<file path="config.mk">
export PLATFORM = sky130hd
export DESIGN_NAME = dbus_if
export DESIGN_NICKNAME = d
export VERILOG_FILES = /design/src/rtl/dbus_if_pkg.sv /design/src/rtl/dbus_timeout_cnt.sv /design/src/rtl/dbus_if.sv
export SDC_FILE = /design/constraint.sdc
export NUM_CORES = 1
export LEC_CHECK = 0
export BUFFER_PORTS_ARGS = -buffer_cell sky130_fd_sc_hd__buf_2
export CAP_MARGIN = 20
export CORE_MARGIN = 3
export CORE_UTILIZATION = 41
export CTS_BUF_LIST = sky130_fd_sc_hd__clkbuf_16
export CTS_CLUSTER_SIZE = 28
export DETAILED_ROUTE_END_ITERATION = 10
export GPL_ROUTABILITY_DRIVEN = 0
export GPL_TIMING_DRIVEN = 0
export PLACE_DENSITY_LB_ADDON = 0.3
export REMOVE_ABC_BUFFERS = 1
export SKIP_LAST_GASP = 1
export SLEW_MARGIN = 10
export SYNTH_ARGS = -nofsm -noshare
export SYNTH_HDL_FRONTEND = slang
export SYNTH_SLANG_ARGS = --single-unit
export TNS_END_PERCENT = 10
</file>
<file path="constraint.sdc">
create_clock -name clk -period 1.9 [get_ports clk]
set_clock_uncertainty 0.15 [all_clocks]
set_input_delay 0 -clock clk [delete_from_list [all_inputs] [get_ports clk]]
set_output_delay 0 -clock clk [all_outputs]
set_load 0.05 [all_outputs]
</file>
<file path="src/rtl/dbus_if_pkg.sv">
// dbus_if_pkg: shared constants and types for the data-bus interface.
//   - DBUS_* state encodings for the dbus_if request FSM
//   - stall_bus_t, the ctrl stall vector, and the index of the MEM-stage bit
//   - enable polarities shared with the rest of the pipeline
//   - mem_held(): true while ctrl holds the MEM stage and no flush is pending
package dbus_if_pkg;

  // FSM state encodings (2-bit state bus)
  localparam int DBUS_STATE_W = 2;
  localparam logic [1:0] DBUS_IDLE = 2'b00;
  localparam logic [1:0] DBUS_BUSY = 2'b01;
  localparam logic [1:0] DBUS_DONE = 2'b10;

  // ctrl stall vector, bit 4 holds the MEM stage
  typedef logic [5:0] stall_bus_t;
  localparam int STALL_MEM_BIT = 4;

  // Enable polarities
  localparam logic CHIP_ENABLE  = 1'b1;
  localparam logic WRITE_ENABLE = 1'b1;

  // Width of the bus-timeout counter
  localparam int DBUS_TIMEOUT_W = 8;

  // The MEM-stage instruction stays put only when held and not flushed.
  function automatic logic mem_held(input stall_bus_t stall, input logic flush);
    return stall[STALL_MEM_BIT] && !flush;
  endfunction

endpackage

</file>
<file path="src/rtl/dbus_timeout_cnt.sv">
// dbus_timeout_cnt: BUSY-cycle watchdog for dbus_if.
// Only built when DBUS_TIMEOUT_EN is defined.
// Ports:
//   clk      in   system clock
//   rst      in   asynchronous active-low reset
//   clear    in   zero the counter (transaction launch)
//   inc      in   one BUSY cycle passed without ack
//   expired  out  combinational: this BUSY cycle is the LIMIT-th without ack
`ifdef DBUS_TIMEOUT_EN
module dbus_timeout_cnt
  import dbus_if_pkg::*;
#(
  parameter int CNT_W = DBUS_TIMEOUT_W,
  parameter int LIMIT = 255
) (
  input  logic clk,
  input  logic rst,
  input  logic clear,
  input  logic inc,
  output logic expired
);

  logic [CNT_W-1:0] cnt_reg;

  always_ff @(posedge clk or negedge rst) begin
    if (!rst) begin
      cnt_reg <= '0;
    end else if (clear) begin
      cnt_reg <= '0;
    end else if (inc) begin
      cnt_reg <= cnt_reg + 1'b1;
    end
  end

  // cnt_reg holds the number of ack-less BUSY cycles already elapsed, so the
  // LIMIT-th such cycle is the one where it reads LIMIT-1.
  assign expired = inc && (cnt_reg == CNT_W'(LIMIT - 1));

endmodule
`endif

</file>
<file path="src/rtl/dbus_if.sv">
// dbus_if: data-bus interface behind the MEM stage.
// Launches exactly one registered bus transaction per MEM-stage request,
// returns read data to MEM and stalls the pipeline until the access ends.
// Optional feature macro: DBUS_TIMEOUT_EN (bus watchdog with bus_err_o pulse).
// Ports:
//   clk, rst                 clock, asynchronous active-low reset
//   cpu_ce_i/we_i/addr_i/sel_i/data_i   request from MEM
//   cpu_data_o               read data back to MEM
//   stall_i, flush_i         ctrl stall vector and flush
//   stallreq_o               stall request to ctrl (combinational)
//   bus_req_o/we_o/addr_o/sel_o/wdata_o registered bus request
//   bus_ack_i, bus_rdata_i   bus completion and read data
//   bus_err_o                one-cycle timeout pulse (0 without DBUS_TIMEOUT_EN)
module dbus_if
  import dbus_if_pkg::*;
#(
  parameter int DATA_W         = 32,
  parameter int SEL_W          = 4,
  parameter int TIMEOUT_CYCLES = 255
) (
  input  logic              clk,
  input  logic              rst,
  input  logic              cpu_ce_i,
  input  logic              cpu_we_i,
  input  logic [DATA_W-1:0] cpu_addr_i,
  input  logic [SEL_W-1:0]  cpu_sel_i,
  input  logic [DATA_W-1:0] cpu_data_i,
  output logic [DATA_W-1:0] cpu_data_o,
  input  logic [5:0]        stall_i,
  input  logic              flush_i,
  output logic              stallreq_o,
  output logic              bus_req_o,
  output logic              bus_we_o,
  output logic [DATA_W-1:0] bus_addr_o,
  output logic [SEL_W-1:0]  bus_sel_o,
  output logic [DATA_W-1:0] bus_wdata_o,
  input  logic              bus_ack_i,
  input  logic [DATA_W-1:0] bus_rdata_i,
  output logic              bus_err_o
);

  logic [DBUS_STATE_W-1:0] state_reg;
  logic                    drop_reg;
  logic                    start;
  logic                    busy;
  logic                    drop_now;
  logic                    timeout_hit;

  assign start = (state_reg == DBUS_IDLE) && (cpu_ce_i == CHIP_ENABLE) && !flush_i;
  assign busy  = (state_reg == DBUS_BUSY);

  // A flush arriving in the same cycle as the ack must still discard the
  // result, otherwise the flushed instruction would sit in DONE.
  assign drop_now = drop_reg | flush_i;

  // Gated by rst so the request drops the moment reset is asserted.
  assign stallreq_o = rst & (start | busy);

`ifdef DBUS_TIMEOUT_EN
  logic bus_err_reg;

  dbus_timeout_cnt #(
    .CNT_W (DBUS_TIMEOUT_W),
    .LIMIT (TIMEOUT_CYCLES)
  ) u_timeout_cnt (
    .clk     (clk),
    .rst     (rst),
    .clear   (start),
    .inc     (busy & ~bus_ack_i),
    .expired (timeout_hit)
  );

  // timeout_hit moves the FSM out of BUSY, so this is a single-cycle pulse.
  always_ff @(posedge clk or negedge rst) begin
    if (!rst) begin
      bus_err_reg <= 1'b0;
    end else begin
      bus_err_reg <= timeout_hit;
    end
  end

  assign bus_err_o = bus_err_reg;
`else
  logic unused_timeout_cfg;

  assign timeout_hit        = 1'b0;
  assign bus_err_o          = 1'b0;
  assign unused_timeout_cfg = (TIMEOUT_CYCLES == 0);
`endif

  // Only the MEM-stage bit of the stall vector matters here.
  logic unused_stall_bits;
  assign unused_stall_bits = ^{stall_i[5], stall_i[3:0]};

  always_ff @(posedge clk or negedge rst) begin
    if (!rst) begin
      state_reg   <= DBUS_IDLE;
      drop_reg    <= 1'b0;
      bus_req_o   <= 1'b0;
      bus_we_o    <= 1'b0;
      bus_addr_o  <= '0;
      bus_sel_o   <= '0;
      bus_wdata_o <= '0;
      cpu_data_o  <= '0;
    end else begin
      case (state_reg)
        DBUS_IDLE: begin
          if (start) begin
            bus_req_o   <= 1'b1;
            bus_we_o    <= cpu_we_i;
            bus_addr_o  <= cpu_addr_i;
            bus_sel_o   <= cpu_sel_i;
            bus_wdata_o <= cpu_data_i;
            drop_reg    <= 1'b0;
            state_reg   <= DBUS_BUSY;
          end
        end

        DBUS_BUSY: begin
          // The bus request is never abandoned: a flush only marks the
          // result for discard once the bus finishes.
          if (bus_ack_i) begin
            bus_req_o <= 1'b0;
            if (bus_we_o != WRITE_ENABLE) begin
              cpu_data_o <= bus_rdata_i;
            end
            drop_reg  <= 1'b0;
            state_reg <= drop_now ? DBUS_IDLE : DBUS_DONE;
          end else if (timeout_hit) begin
            bus_req_o  <= 1'b0;
            cpu_data_o <= '0;
            drop_reg   <= 1'b0;
            state_reg  <= drop_now ? DBUS_IDLE : DBUS_DONE;
          end else if (flush_i) begin
            drop_reg <= 1'b1;
          end
        end

        DBUS_DONE: begin
          // Hold the result until the instruction leaves MEM.
          if (!mem_held(stall_i, flush_i)) begin
            state_reg <= DBUS_IDLE;
          end
        end

        default: begin
          state_reg <= DBUS_IDLE;
        end
      endcase
    end
  end

endmodule

</file>
== Yosys cells after proc, flatten, opt, wreduce, memory -nomap -nowiden ==
Index checks and enable logic that the tools add are counted.
Cells by class
  bitwise operators: 4
  muxes and demuxes: 12
  equal/unequal tests: 6
  reductions and logical operators: 11
Operators with widths (count)
  AND reduction 3 bit: 4
  2-to-1 mux 2 bit: 4
  != test 2 bit (second input constant): 3
  one-hot mux 2 bit (3 select lines): 1
  2-to-1 mux 1 bit: 5
  one-hot mux 1 bit (2 select lines): 2
  logical AND 1 bit: 3
  != test 3 bit (second input constant): 1
  == test 2 x 1 -> 1 bit (second input constant): 1
  == test 2 bit (second input constant): 1
  logical NOT 2 bit: 1
  bitwise OR 1 bit: 2
  AND reduction 2 bit: 1
  nonzero test 2 bit: 1
  bitwise AND 1 bit: 1
  logical NOT 1 bit: 1
  inverter 1 bit: 1
Storage, ports and cells
  input bits: 112
  flip-flop bits (word level): 105
  output and inout bits: 104
  logic and storage cells: 41

== Longest topological paths before layout ==
Gate-level depths: netlist (run 1).
  word-level depth: 5
  gate-level depth with buffers: 5
  depth with buffers taken out: 2

== Worst setup path before layout (run 1) ==
OpenSTA, ideal clock, no wires.
  path kind: reg-to-reg
  start: register bus_we_o
  end: register cpu_data_o[0]
  required time: 1.625 ns
  buffers on the path: 2
  period minus slack after synthesis: 1.911 ns
  data arrival time: 1.636 ns
  slack: -0.011 ns
  cell stages (with the launch flop): 5
  library setup time: 0.125 ns
  cells stage by stage: dfrtp_1 and4bb_2 clkbuf_1 buf_2 mux2_2
Between the ends
  cells in the longest elaborated chain, start to end: 2
RTL lines
  start: declaration: RTL line dbus_if.sv:33  | output logic bus_we_o,
  start signal: assignment: RTL line dbus_if.sv:110  | bus_we_o <= cpu_we_i;
  inverter 1 bit (no source line)
  AND reduction 3 bit (no source line)
  end signal: assignment: RTL line dbus_if.sv:125  | cpu_data_o <= bus_rdata_i;
  end: declaration: RTL line dbus_if.sv:28  | output logic [DATA_W-1:0] cpu_data_o,
No other way between the ends.
A chain may end at the register's enable or synchronous reset.

== Final worst setup path (run 1) ==
  start: register state_reg[1]
  end: register cpu_data_o[5]
Between the ends
  cells in the longest elaborated chain, start to end: 2
RTL lines
  start: declaration: RTL line dbus_if.sv:42  | logic [DBUS_STATE_W-1:0] state_reg;
  start signal: assignment: RTL line dbus_if.sv:128  | state_reg <= drop_now ? DBUS_IDLE : DBUS_DONE;
  start signal: assignment: RTL line dbus_if.sv:133  | state_reg <= drop_now ? DBUS_IDLE : DBUS_DONE;
  == test 2 x 1 -> 1 bit: RTL line dbus_if.sv:106  | case (state_reg)
  AND reduction 3 bit (no source line)
No other way between the ends.

==> run metrics, run 1 <==
Die X=107 um; Layout fillers=671; minimum clock period=1.91 ns; Hold Crit Class=in2async; crit path launch=state_reg[1]; Core Util, Final=0.698; Routed wire per std cell=16.4 um; initial antenna violation count=0; period utilization=1.01; Tot Pwr=10.2 mW; total track usage=0.202; largest net degree at the start of global routing=60; register area share after synthesis=0.623; Layout Nets=679; synth cell count leaders=105 x dfrtp_1, 51 x mux2_2, 48 x mux2_4; XOR/XNOR share of the synthesized area=0; Starting Density=0.426; grt ovf=0; Sw Share=0.465; Final Setup Violations=12; DR pass1 iterations=4; Largest stage delay, worst path=0.64 ns; crit path to=cpu_data_o[5]; Layout area overhead=64.0%; wire length on met3=905 um; Static Leakage=3.38 nW; setup slack, reg-to-reg=-0.01 ns; Die Ht=107 um; register area=2630 sq um; Synth Flop Type=dfrtp_1; share of layout cells above drive strength 1=0.605; Core Rows=36; Root Driver=clkbuf_16; syn_area_per_cell=17.7 sq um; Max Cap Viol=0; Synth Cell Area=4220 sq um; Synth Area in Simple Gates=0.0255; Max Used Layer=met4; most frequent cell after synthesis=dfrtp_1; max_slew headroom=0.665; adder-cell share of the synthesized area=0; antenna viol nets, final=0; Final Max Slew Viols=0; pwr dens=1470 nW/um^2; top cells by area, synth=dfrtp_1 62%, mux2_4 17%, mux2_2 14%, buf_6 2.1%, nor4b_4 0.56%; outcome=finished, violations left; Crit. End Element=register; Post-synth EDFFs=0; Slowest-stage cell, CP=and4bb_4; routed vias=3213; first-pass GRT wire length=18.3 mm; worst setup margin=-0.0133 ns; dpl cell area=5440 sq um; part of the power in combinational logic=0.497; Worst-path clk slew=0.07 ns; vias in the first global route=3647; Internal=5.46 mW; RR Startpoint=state_reg[1]; Peak Freq=523 MHz; Max IR drop VDD=0.793 mV; CTS tree=yes; CTS Buf Count=9; Compound-Gate Fraction of Synth Area=0.00890; total wire length=11.5 mm; crit start category=register; worst slew pin tran=0.503 ns; Max clock buf depth=2; DIE AREA=11500 sq um; Core Area=9910 sq um; worst path arrival time=1.98 ns; worst skew pair latency=0.33 ns; Place WS=-0.840 ns; Async SR Flop Fraction=1.00; fin area=6920 sq um; DR WL met2=6.14 mm; Synth warnings=0; clock share of power=0.169; DR iter-0 viols=79; n_diodes=0; unrepaired setup endpoints after global routing=true; Largest regs=bus_addr_o (32), bus_wdata_o (32), cpu_data_o (32); multi-input logic area=1470 sq um; gate count after technology mapping=238; largest family of logic cells by synthesized area=multiplexers; I/O Pins=216; failing checks=negative setup slack; Distinct cells, synth=24; biggest area consumer among synthesized cells=dfrtp_1; CP Class=reg2reg; Sink Count=105; hpwl dp=7.10 mm; port bufs=209; CP Max Fanout=32; drt via density=4.56; CTS H-tree lvls=3; post-synthesis mux area share=0.312; met1 wire length=4.35 mm; Flop pwr share=0.334; Critical R2R Capture=cpu_data_o[5]; worst-path cell chain=buf_4 > and4bb_4 > mux2_2; Psw=4.74 mW; CP required=1.97 ns; Fin. Hold Viols=0; R2R depth=3; Yosys reg bits=105; Remaining DRCs=0; Yosys top cell area share=0.623
## placed cells by master, fill, tap and decap left out, types with 2 or more instances in the layout
cell type	count
a21oi_1	2
buf_12	5
buf_16	2
buf_2	208
buf_4	7
clkbuf_16	10
clkinvlp_4	3
dfrtp_1	103
dfrtp_2	2
dlygate4sd3_1	106
inv_1	2
mux2_1	2
mux2_2	51
mux2_4	48
nand3b_1	2
## worst min path at each step
stage | to | slack (ns) | depth (start not counted)
2_1_floorplan | bus_addr_o[0] | -0.45 | 0
6_report | bus_wdata_o[27] | 0.04 | 3
4_1_cts | bus_wdata_o[27] | 0.03 | 3
3_3_place_gp | cpu_data_o[26] | 0.07 | 2
5_1_grt | bus_wdata_o[27] | 0.06 | 3
3_5_place_dp | bus_addr_o[23] | -0.18 | 1
## repair_timing
action / CTS / global route
cloned: 0 / 1
pin swaps: 1 / 1
setup buffers: 7 / 2
gates resized for setup: 6 / 5
endpoints found under the setup margin: 96 / 32
hold endpoints to repair: 210 / 0
hold buffers: 107 / 0
## area by class of cell
| class | count | share of cell area |
|---|---|---|
| Clock buffer | 9 | 0.0326 |
| Clock inverter | 7 | 0.00796 |
| Inverter | 2 | 0.00109 |
| Multi-Input combinational cell | 118 | 0.213 |
| Sequential cell | 105 | 0.380 |
| Tap cell | 133 | 0.0241 |
| Timing Repair Buffer | 331 | 0.341 |
## stage by stage
stage / cells / setup TNS (ns) / hold WS [ns]
global route: 705 / -2.56 / 0.0649
finish: 705 / -0.0711 / 0.0351
CTS: 703 / -0.364 / 0.0264
floorplan: 225 / -176.47 / -0.446
detailed placement: 575 / -35.25 / -0.180
global placement: 567 / -285.41 / 0.0719
## metal layers
| metal | global-route usage | up-vias |
|---|---|---|
| li1 | - | 1492 |
| met1 | 0.223 | 1562 |
| met2 | 0.378 | 144 |
| met3 | 0.0516 | 15 |
| met4 | 0.0649 | 0 |
| met5 | 0 | - |
## cell families (layout without fill, tap and decap cells)
| group | Yosys count | after routing |
|---|---|---|
| AOI/OAI and AO/OA | 5 | 5 |
| DFF | 105 | 105 |
| muxes | 101 | 101 |
| other | 1 | 1 |
| and+or+nand+nor | 11 | 11 |
| buffers and inverters | 15 | 349 |
## power groups by stage
stage / Sequential, mW / Combinational, mW / Clock, mW
floorplan: 6.07 / 0.982 / 0
global placement: 3.37 / 4.78 / 0
detailed placement: 3.42 / 4.85 / 0
CTS: 3.39 / 5.06 / 1.78
global route: 3.51 / 5.27 / 1.87
finish: 3.41 / 5.07 / 1.72
## critical path: cells and delay by family (launching register included)
| family | cells | cell delay, ns |
|---|---|---|
| simple gates | 1 | 0.64 |
| buf+inv | 1 | 0.15 |
| mux | 1 | 0.40 |
| flops | 1 | 0.45 |
Power figures use the tool's default switching activity.
==> inputs of run 2 (changes only) <==
CORE_UTILIZATION = 49   (was 41)
clock period = 2.5 ns   (was 1.9 ns; I/O delays follow)
==> run metrics, run 2 (same netlist as run 1, synthesis figures left out) <==
CP required=2.56 ns (+0.59 ns); routed vias=3267 (+1.7%); first-pass GRT wire length=19.7 mm (+7.6%); most common library cell in the layout ignoring fill and taps=buf_2; CTS tree=yes; share of layout cells above drive strength 1=0.595 (-0.00987); worst setup margin=0.215 ns (+0.229 ns); vias in the first global route=3681 (+0.93%); grt ovf=0 (unchanged); DIE AREA=9760 sq um (-15%); worst path arrival time=2.35 ns (+0.37 ns); worst skew pair latency=0.33 ns (about the same); CP Class=reg2reg; Core Area=8300 sq um (-16%); n_diodes=0 (unchanged); register area=2630 sq um (about the same); crit start category=register; drt via density=4.89 (+7.3%); most frequent cells in the layout=208 x buf_2, 106 x dlygate4sd3_1, 105 x dfrtp_1; Max clock buf depth=2 (unchanged); Sink Count=105 (unchanged); CP Max Fanout=13 (-59%); largest net degree at the start of global routing=59 (-1.7%); Die Ht=98.8 um (-8.1%); Core Rows=33 (-8.3%); Largest stage delay, worst path=0.48 ns (-0.16 ns); total wire length=12.0 mm (+4.1%); Fin. Hold Viols=0 (unchanged); Place WS=0.241 ns (+1.08 ns); initial antenna violation count=0 (unchanged); pwr dens=1170 nW/um^2 (-21%); DR iter-0 viols=45 (-43%); DR pass1 iterations=4 (unchanged); post-route setup TNS=0 ns (+0.0711 ns); max_slew headroom=0.474 (-0.191); Die X=98.8 um (-8.1%); outcome=finished clean; Post CTS Setup Buffer Count=0 (-7); CTS H-tree lvls=3 (unchanged); final std cells w/o fill=668 (-5.2%); Max Cap Viol=0 (unchanged); Starting Density=0.508 (+0.0826); worst slew pin tran=0.789 ns (+0.286 ns); total track usage=0.256 (+0.0534); Crit. End Element=register; Core Util, Final=0.815 (+0.117); Routed wire per std cell=18.0 um (+9.9%); minimum clock period=2.28 ns (+0.371 ns); Hold Crit Class=in2reg; Worst-path clk slew=0.07 ns (about the same); Static Leakage=3.34 nW (-1.1%); Largest regs=bus_addr_o (32), bus_wdata_o (32), cpu_data_o (32); placed cells=547 (-4.9%); Max IR drop VDD=0.688 mV (-13%); Final Setup Violations=0 (-12); Final Max Slew Viols=0 (unchanged); period utilization=0.914 (-0.0932); Layout Nets=671 (-1.2%); CTS Buf Count=9 (unchanged); Slowest-stage cell, CP=dfrtp_1; I/O Pins=216 (unchanged); antenna viol nets, final=0 (unchanged); unrepaired setup endpoints after global routing=false; Tot Pwr=7.90 mW (-23%); Root Driver=clkbuf_16; multi-input logic area=1470 sq um (-0.26%); Layout area overhead=60.4%; Layout fillers=427 (-36%); Peak Freq=438 MHz (-16%); Remaining DRCs=0 (unchanged); port bufs=209 (unchanged); worst-path cell chain=nor4b_4 > buf_6 > buf_8 > buf_6 > buf_8 > mux2_2; hpwl dp=7.11 mm (+0.25%)
[run 2: cell types whose count changed in the layout (fill, tap and decap cells not counted), moves of 2 or more]
cell        delta
clkinvlp_4     -2
buf_12         -5
buf_6          +4
buf_4          -6
dfrtp_1        +2
bufinv_16      +2
dfrtp_2        -2
[run 2: final timing paths]
| kind | startpoint | to | cells past startpoint | slack (ns) |
|---|---|---|---|---|
| min in group asynchronous | rst | bus_addr_o[22] | 2 | 0.18 |
| worst max-delay path | state_reg[1] | bus_wdata_o[15] | 6 | 0.22 |
| max in group asynchronous | rst | bus_addr_o[20] | 3 | 1.33 |
| worst min register to register | bus_wdata_o[16] | bus_wdata_o[16] | 1 | 0.36 |
| worst max register to register | state_reg[1] | bus_wdata_o[15] | 6 | 0.22 |
| worst min-delay path | cpu_ce_i | drop_reg | 3 | 0.04 |
[run 2: power by group]
group          internal, mW  switching, mW
Combinational          1.16           2.67
Sequential             2.28          0.339
Clock                 0.868          0.583
[run 2: per-layer routing]
metal  vias up  global-route usage  wire length, um
met5         -                   0                0
met4         0              0.0651              139
met3        15              0.0771              975
met2       158               0.451             6170
met1      1620               0.305             4740
li1       1474                   -                -
[run 2: cell type report]
type | count | share of cell area
tap | 105 | 0.0194
multi-input combinational | 118 | 0.217
clock buffer | 9 | 0.0333
inverter | 2 | 0.00111
sequential | 105 | 0.388
timing repair buffer | 323 | 0.329
clock inverter | 6 | 0.0126
[run 2: metrics by stage]
step	cell area [sq um]	hold slack [ns]
after floorplan	4100	-0.446
after global placement	5280	0.0754
after detailed placement	5400	-0.0304
after CTS	6770	0.0250
after global routing	6770	0.0628
final	6770	0.0407
[run 2: worst max-delay path: cells and delay by family (launching register included)]
family,cells,cell delay (ns)
and+or+nand+nor,1,0.40
DFF,1,0.48
buffers and inverters,4,0.78
muxes,1,0.36
[run 2: repair_timing]
| action | 4_1_cts | 5_1_grt |
|---|---|---|
| endpoints found under the hold margin | 161 | 0 |
| endpoints found under the setup margin | 0 | 0 |
| resized for setup | 0 | 0 |
| hold buffers | 106 | 0 |
==> inputs of run 3 (changes only) <==
ABC_AREA = 1   (was default)
==> run metrics, run 3 <==
hpwl dp=7.82 mm (+10%); Static Leakage=3.82 nW (+14%); pwr dens=1130 nW/um^2 (-3.2%); R2R depth=5 (-1); Async SR Flop Fraction=1.00 (unchanged); CTS tree=yes; grt ovf=0 (unchanged); worst slew pin tran=0.806 ns (+0.0169 ns); Starting Density=0.510 (+0.00198); layer carrying the most global-route usage=met2; Synth Cell Area=4260 sq um (+0.89%); routing usage on met2=0.511 (+0.0599); share of layout cells above drive strength 1=0.307 (-0.289); minimum clock period=2.25 ns (-0.0303 ns); Layout Nets=891 (+33%); Die X=99.2 um (+0.42%); first-pass GRT wire length=23.7 mm (+20%); Peak Freq=444 MHz (+1.3%); Core Area=8340 sq um (+0.50%); M1 GR Usage=0.372 (+0.0671); Layout area overhead=59.8%; Root Driver=clkbuf_16; Final Setup Violations=0 (unchanged); Synth warnings=0 (unchanged); vias in the first global route=4723 (+28%); Routed wire per std cell=16.6 um (-7.7%); total track usage=0.299 (+0.0439); final std cells w/o fill=888 (+33%); Yosys top cell area share=0.617 (-0.00550); DIE AREA=9840 sq um (+0.84%); gate count after technology mapping=471 (+98%); Synth Flop Type=dfrtp_1; Hold Crit Class=in2async; routed vias=4618 (+41%); RR Startpoint=state_reg[0]; max_slew headroom=0.462 (-0.0118); Crit. End Element=register; Worst-path clk slew=0.07 ns (about the same); period utilization=0.902 (-0.0121); CP Max Fanout=34 (+21); unrepaired setup endpoints after global routing=false; setup slack, reg-to-reg=0.25 ns (+0.03 ns); antenna viol nets, final=0 (unchanged); Max clock buf depth=2 (unchanged); port bufs=209 (unchanged); Tot Pwr=7.68 mW (-2.7%); Remaining DRCs=0 (unchanged); met3 global-route usage=0.0750 (-0.00211); Die Ht=99.2 um (+0.42%); CP Class=reg2reg; worst skew pair latency=0.33 ns (about the same); Post-synth EDFFs=0 (unchanged); most common library cell in the layout ignoring fill and taps=nand2_1; DR pass1 iterations=5 (+1); register area share after synthesis=0.617 (-0.00550); worst path arrival time=2.38 ns (+0.03 ns); most frequent cell after synthesis=nand2_1; CTS H-tree lvls=3 (unchanged); Yosys reg bits=105 (unchanged); I/O Pins=216 (unchanged); Core Util, Final=0.815 (about the same); Distinct cells, synth=19 (-21%); outcome=finished clean; Largest regs=bus_addr_o (32), bus_wdata_o (32), cpu_data_o (32); Fin. Hold Viols=0 (unchanged); DR iter-0 viols=197 (+340%); Critical R2R Capture=state_reg[1]; largest net degree at the start of global routing=74 (+25%); most frequent cells in the layout=212 x nand2_1, 208 x buf_2, 109 x dlygate4sd3_1; Max IR drop VDD=0.580 mV (-16%); Final Max Slew Viols=0 (unchanged); syn_area_per_cell=9.03 sq um (-49%); top cells by area, synth=dfrtp_1 62%, nand2_1 19%, nand3_1 12%, buf_4 2.3%, buf_2 1.2%; Max Cap Viol=0 (unchanged); synth cell count leaders=212 x nand2_1, 105 x dfrtp_1, 103 x nand3_1; biggest area consumer among synthesized cells=dfrtp_1; CP required=2.62 ns (+0.06 ns); crit start category=register; drt via density=5.20 (+6.3%); placed cells=758 (+39%); Core Rows=33 (unchanged); Sink Count=105 (unchanged); initial antenna violation count=0 (unchanged); total wire length=14.8 mm (+23%); CTS Buf Count=9 (unchanged); n_diodes=0 (unchanged)
[run 3: changes by cell type in the layout (fill, tap and decap cells not counted), sizes merged, moves of 2 or more]
cell         delta
dlygate4sd3     +3
inv             +4
mux2          -101
nand2         +214
nand3         +103
nand3b          -2
nor2            +9
[run 3: where the power goes]
part	switching (mW)	internal [mW]
Sequential	0.316	2.23
Combinational	2.78	0.801
Clock	0.593	0.970
Total	3.68	4.00
[run 3: layout make-up]
cell class | instances | area [sq um]
Fill cell | 467 | 1540
Timing Repair Buffer | 326 | 2260
Clock inverter | 6 | 108
Sequential cell | 105 | 2630
Inverter | 7 | 26.3
Multi-Input combinational cell | 330 | 1430
Clock buffer | 9 | 225
Tap cell | 105 | 131
[run 3: through the flow]
step | setup TNS (ns) | area (sq um) | setup WS, ns | hold WS (ns)
5_1_grt | 0 | 6800 | 0.0896 | 0.0913
2_1_floorplan | -6.21 | 4060 | -1.08 | -0.446
3_5_place_dp | -0.0858 | 5330 | -0.0858 | -0.169
4_1_cts | 0 | 6770 | 0.0194 | 0.0220
6_report | 0 | 6800 | 0.246 | 0.0430
3_3_place_gp | -69.28 | 5230 | -1.23 | 0.0757
[run 3: critical path, stage by stage, from the launching register on]
cell and delay, ns:
dfrtp_1 0.52, inv_2 0.08, nor2_4 0.60, nand2_1 0.12, a21oi_1 0.16, dlygate4sd3_1 0.56
[run 3: worst max-delay path by stage]
stage                       startpoint           end  slack [ns]  cells past startpoint
after floorplan           state_reg[1]    stallreq_o       -1.08                      3
after global placement    state_reg[1]    stallreq_o       -1.23                      4
after detailed placement  state_reg[1]    stallreq_o       -0.09                      4
after CTS                 state_reg[0]    stallreq_o        0.02                      4
after global routing      state_reg[0]  state_reg[1]        0.09                      5
final                     state_reg[0]  state_reg[1]        0.25                      5
[run 3: cell families (layout without fill, tap and decap cells)]
| logic type | count (synthesis) | in the layout | share of synthesized area |
|---|---|---|---|
| compound gates | 3 | 3 | 0.00411 |
| other cells | 1 | 1 | 0.000881 |
| flops | 105 | 105 | 0.617 |
| simple gates | 324 | 326 | 0.324 |
| buf+inv | 38 | 348 | 0.0532 |
[run 3: timing repair]
action                     4_1_cts  5_1_grt
setup endpoints to repair        1        1
setup buffers                    0        4
pin swaps                        1        2
hold endpoints to repair       210        0
resized for setup                1        0
hold buffers                   109        0
cloned                           1        1
[run 3: metal layers]
layer  vias to the layer above  part of all wire  wire [um]
li1                       2117                 -          -
met1                      2191              0.38       5550
met2                       273              0.51       7480
met3                        37             0.096       1420
met4                         0             0.022        322
met5                         -                 0          0
